==> src/rtl/axis_frame_sel_ctrl.sv <==
`default_nettype none
// ============================================================================
// axis_frame_sel_ctrl : frame-aligned raw/Sobel mux select from a debounced switch
// Rev 1.0 - initial release
// ============================================================================
module axis_frame_sel_ctrl #(
  parameter int DEBOUNCE_CYCLES = 1000000,
  parameter int SYNC_STAGES     = 2,
  parameter int V_LINES         = 480
) (
  input  logic aclk,
  input  logic aresetn,
  input  logic sw_in,
  input  logic s_axis_tvalid,
  input  logic s_axis_tready,
  input  logic s_axis_tuser,
  input  logic s_axis_tlast,
  output logic sel,
  output logic sel_pending,
  output logic sel_changed,
  output logic frame_done
);

  localparam int c_cnt_w  = (DEBOUNCE_CYCLES > 1) ? $clog2(DEBOUNCE_CYCLES) : 1;
  localparam int c_line_w = $clog2(V_LINES + 1);

  typedef enum logic [0:0] {
    LOCKED  = 1'b0,
    PENDING = 1'b1
  } state_t;

  logic [SYNC_STAGES-1:0] r_sync;
  logic                   w_sw_s;
  logic                   r_stable;
  logic [c_cnt_w-1:0]     r_db_cnt;
  logic [c_line_w-1:0]    r_line_cnt;
  logic [c_line_w-1:0]    w_line_nxt;
  logic                   w_beat;
  logic                   w_eof;
  state_t                 r_state;

  assign w_sw_s = r_sync[SYNC_STAGES-1];
  assign w_beat = s_axis_tvalid & s_axis_tready;

  always_ff @(posedge aclk) begin
    if (!aresetn) begin
      r_sync <= '0;
    end else begin
      r_sync <= {r_sync[SYNC_STAGES-2:0], sw_in};
    end
  end

  // A new level is accepted only after DEBOUNCE_CYCLES consecutive differing samples.
  always_ff @(posedge aclk) begin
    if (!aresetn) begin
      r_stable <= 1'b0;
      r_db_cnt <= '0;
    end else if (w_sw_s == r_stable) begin
      r_db_cnt <= '0;
    end else if (r_db_cnt == c_cnt_w'(DEBOUNCE_CYCLES - 1)) begin
      r_stable <= w_sw_s;
      r_db_cnt <= '0;
    end else begin
      r_db_cnt <= r_db_cnt + c_cnt_w'(1);
    end
  end

  always_comb begin
    w_eof      = 1'b0;
    w_line_nxt = r_line_cnt;
    if (w_beat) begin
      if (s_axis_tuser && s_axis_tlast) begin
        // Single-beat-line SOF: this beat already closes line 0.
        if (V_LINES == 1) begin
          w_eof      = 1'b1;
          w_line_nxt = '0;
        end else begin
          w_line_nxt = c_line_w'(1);
        end
      end else if (s_axis_tuser) begin
        w_line_nxt = '0;
      end else if (s_axis_tlast) begin
        if (r_line_cnt == c_line_w'(V_LINES - 1)) begin
          w_eof      = 1'b1;
          w_line_nxt = '0;
        end else begin
          w_line_nxt = r_line_cnt + c_line_w'(1);
        end
      end
    end
  end

  always_ff @(posedge aclk) begin
    if (!aresetn) begin
      r_line_cnt <= '0;
      frame_done <= 1'b0;
    end else begin
      r_line_cnt <= w_line_nxt;
      frame_done <= w_eof;
    end
  end

  // The commit compares against the registered stable value, so a request
  // accepted on the EOF beat itself waits for the following frame.
  always_ff @(posedge aclk) begin
    if (!aresetn) begin
      r_state     <= LOCKED;
      sel         <= 1'b0;
      sel_pending <= 1'b0;
      sel_changed <= 1'b0;
    end else begin
      sel_changed <= 1'b0;
      case (r_state)
        LOCKED: begin
          if (r_stable != sel) begin
            r_state     <= PENDING;
            sel_pending <= 1'b1;
          end
        end
        PENDING: begin
          if (r_stable == sel) begin
            r_state     <= LOCKED;
            sel_pending <= 1'b0;
          end else if (w_eof) begin
            sel         <= r_stable;
            sel_changed <= 1'b1;
            r_state     <= LOCKED;
            sel_pending <= 1'b0;
          end
        end
        default: begin
          r_state     <= LOCKED;
          sel_pending <= 1'b0;
        end
      endcase
    end
  end

endmodule
`default_nettype wire
==> config.mk <==
export PLATFORM = sky130hd
export DESIGN_NAME = axis_frame_sel_ctrl
export DESIGN_NICKNAME = d
export VERILOG_FILES = /design/src/rtl/axis_frame_sel_ctrl.sv
export SDC_FILE = /design/constraint.sdc
export NUM_CORES = 1
export LEC_CHECK = 0
export CAP_MARGIN = 25
export CORE_UTILIZATION = 57
export DETAILED_ROUTE_END_ITERATION = 8
export PLACE_DENSITY_LB_ADDON = 0.08
export SKIP_CTS_REPAIR_TIMING = 1
export SYNTH_ARGS = -nofsm -noshare
export SYNTH_HDL_FRONTEND = slang
export SYNTH_SLANG_ARGS = --single-unit
==> constraint.sdc <==
create_clock -name aclk -period 1.82 [get_ports aclk]
set_input_delay 0.364 -clock aclk [delete_from_list [all_inputs] [get_ports aclk]]
set_output_delay 0.364 -clock aclk [all_outputs]
set_load 0.005 [all_outputs]
==> results of run 1 <==
==> routing by layer <==
layer / vias up / share of wire / track usage
met5: - / 0 / 0
met4: 0 / 0.014 / 0.118
met3: 5 / 0.034 / 0.0651
met2: 19 / 0.50 / 0.372
met1: 636 / 0.46 / 0.267
li1: 685 / - / -
==> layout make-up <==
type	instances	area [sq um]	area share
sequential	37	741	0.391
clock buffer	7	55.1	0.0290
multi-input combinational	137	868	0.458
timing repair buffer	16	145	0.0765
tap	31	38.8	0.0204
clock inverter	1	30.0	0.0158
inverter	5	18.8	0.00989
==> sequential cells by signal (all words and copies together), names as in the netlist <==
signal       cells
frame_done       1
r_line_cnt       9
r_state          1
sel_changed      1
r_sync           2
r_db_cnt        20
sel_pending      1
sel              1
r_stable         1
==> power by group <==
group	switching (uW)	internal (uW)	total, uW
clock network	265	328	593
registers	2.69	814	816
logic	22.7	23.7	46.3
total	290	1170	1460
==> worst max path at each step <==
| stage | startpoint | end | slack, ns | cells past startpoint |
|---|---|---|---|---|
| floorplan | r_db_cnt[0] | r_db_cnt[18] | 0.16 | 6 |
| finish | r_db_cnt[6] | r_db_cnt[19] | 0.12 | 4 |
| global placement | s_axis_tuser | sel_pending | 0.07 | 5 |
| detailed placement | s_axis_tuser | sel_pending | -0.09 | 5 |
| CTS | r_db_cnt[0] | r_db_cnt[18] | 0.07 | 5 |
| global route | r_db_cnt[6] | r_db_cnt[19] | 0.003 | 4 |
==> cell usage after synthesis <==
cell / n
inv_1: 5
clkbuf_2: 1
buf_2: 1
buf_6: 1
nand4_1: 8
nor3_1: 2
mux2i_1: 2
o31ai_1: 3
a21oi_1: 11
nand4b_1: 2
a22oi_1: 1
or3_2: 3
nor3b_1: 1
clkbuf_1: 1
or4_1: 3
ha_1: 2
nand3_1: 6
xor2_1: 13
or2_0: 1
o211ai_1: 1
and2_2: 1
maj3_1: 1
o211a_1: 1
xnor2_1: 5
dfxtp_1: 37
and3_2: 1
or3_1: 3
nand3_2: 1
and4b_1: 1
nor4b_1: 3
o21ai_0: 7
and4_1: 1
o21ai_1: 1
and3_1: 6
and2_1: 5
a31o_2: 1
o21ba_2: 1
nor2_1: 20
nand2_1: 18
nand4_2: 1
==> cell families (layout without fill, tap and decap cells) <==
family          count (synthesis)  after routing
flops                          37             37
simple gates                   87             87
compound gates                 27             27
xor+xnor                       18             18
mux                             2              2
fa+ha+maj                       3              3
buf+inv                         9             29
==> metrics by stage <==
step                TNS (ns)  hold slack (ns)   util  instance area (sq um)  std cells
global route               0            0.463  0.694                   1900        234
CTS                        0            0.449  0.688                   1880        234
global placement           0            0.423  0.657                   1800        226
detailed placement    -0.133            0.423  0.657                   1800        226
floorplan                  0            0.412      -                   1640        183
finish                     0            0.446  0.694                   1900        234
==> impl_metrics.json, run 1 <==
{
  "power-per-cell-area_nw_per_um2": 767,
  "cts_sinks": 37,
  "track_usage": 0.226,
  "post-route-period-util": 0.936,
  "clockBufferDepth": 2,
  "numCtsBuffers": 5,
  "max_cap_violations": 0,
  "syn_avg_cell_area_sq_um": 8.95,
  "die_h_um": 55.6,
  "startpoint_type": "register",
  "max_stage_delay_ns": 0.52,
  "drc_errors": 0,
  "grt_overflow": 0,
  "nets": 211,
  "synthXorXnorAreaFrac": 0.0963,
  "yosysUniqueCellTypes": 40,
  "first_iter_violations": 77,
  "vdd_drop_max_uv": 1120,
  "drv_slew": 0,
  "yosys.area_share.simple": 0.293,
  "die_area_sq_um": 3090,
  "criticalPathCategory": "register to register",
  "n_antenna_cell": 0,
  "drtAntennaViolNets": 0,
  "area_delta_synth_final_pct": 15.8,
  "root_buffer": "clkbuf_4",
  "grt_pass1_vias": 1301,
  "die_x_um": 55.6,
  "rsz0062_at_grt": "false",
  "status": "completed",
  "grt_max_degree": 20,
  "synth_fa_ha_area_frac": 0.0214,
  "synth_cells": 183,
  "wl_per_cell_um": 13.5,
  "final_cell_mix": "37 x dfxtp_1, 20 x nor2_1, 18 x nand2_1",
  "end_kind": "register",
  "hold_end": "r_sync[1]",
  "hold_viol_final": 0,
  "place_hpwl_mm": 2.17,
  "reg2reg_slack_ns": 0.12,
  "setup_viol": 0,
  "synth.area.top_cells": "dfxtp_1 45%, xor2_1 7.0%, nor2_1 4.6%",
  "crit_path_top_delay_cell": "or4_1",
  "slew-limit-headroom": 0.748,
  "htreeDepth": 2,
  "holdPathStages": 1,
  "worstSkewPairLatency_ns": 0.34,
  "cts_tree": "done",
  "syn_area_sq_um": 1640,
  "drtPass1Iterations": 4,
  "synth_compound_area_frac": 0.0985,
  "viasPerCell": 5.75,
  "rr_endpoint": "r_db_cnt[19]",
  "critPathTopFamily": "simple AND/OR/NAND/NOR gates",
  "totalPowerFinal_uw": 1460,
  "fmax_ghz": 0.587,
  "drt_wl_total_mm": 3.16,
  "reg2reg_depth": 4,
  "synth.top_cell.area_share": 0.452,
  "vias": 1345,
  "ys_seq_area_frac": 0.452,
  "num_rows": 19,
  "ys_warn_count": 0,
  "drive_gt1_frac": 0.113,
  "power_leakage_uw": 0.000673,
  "ys_ff_latch": 37,
  "n_fill_cell": 225,
  "antenna_found_initial": 0,
  "synth_top_family_by_area": "simple AND/OR/NAND/NOR gates",
  "gp_congestion": 0.761,
  "hp-start": "r_sync[0]",
  "worstMarginPinSlew_ns": 0.377,
  "yosys.area.top_type": "dfxtp_1",
  "portBuffers": 10,
  "pre_cts_slack_ns": -0.0859,
  "final_common_cell": "dfxtp_1",
  "core_sq_um": 2730,
  "reg2reg_from": "r_db_cnt[6]",
  "cts.clk_slew.worst_paths_ns": 0.11,
  "grt_pass1_wl_mm": 5.49,
  "path_buf_inv": 0,
  "setup_ws_ns": 0.117,
  "cp.required_ns": 2.10,
  "synthMuxAreaShare": 0.0122,
  "io_pins": 11,
  "cp_max_fo": 10,
  "min_path_type": "register to register",
  "initial_core_util": 0.599,
  "critPathArrivalTime_ns": 1.98,
  "crit_chain": "and2_2 -> nand4_1 -> or4_1 -> a21oi_1",
  "finalClockSkew_ns": 0.00804,
  "synth_nets": 192,
  "min_period_ns": 1.70
}
Note: power is estimated with default switching activity, not from simulation.
==> inputs of run 2 (changes only) <==
--- a/config.mk
+++ b/config.mk
@@ -8,6 +8,7 @@
 export CAP_MARGIN = 25
 export CORE_UTILIZATION = 57
 export DETAILED_ROUTE_END_ITERATION = 8
+export HOLD_SLACK_MARGIN = 0.08
 export PLACE_DENSITY_LB_ADDON = 0.08
 export SKIP_CTS_REPAIR_TIMING = 1
 export SYNTH_ARGS = -nofsm -noshare
==> results of run 2 <==
The final DEF is identical to that of run 1; final timing and power are the same.
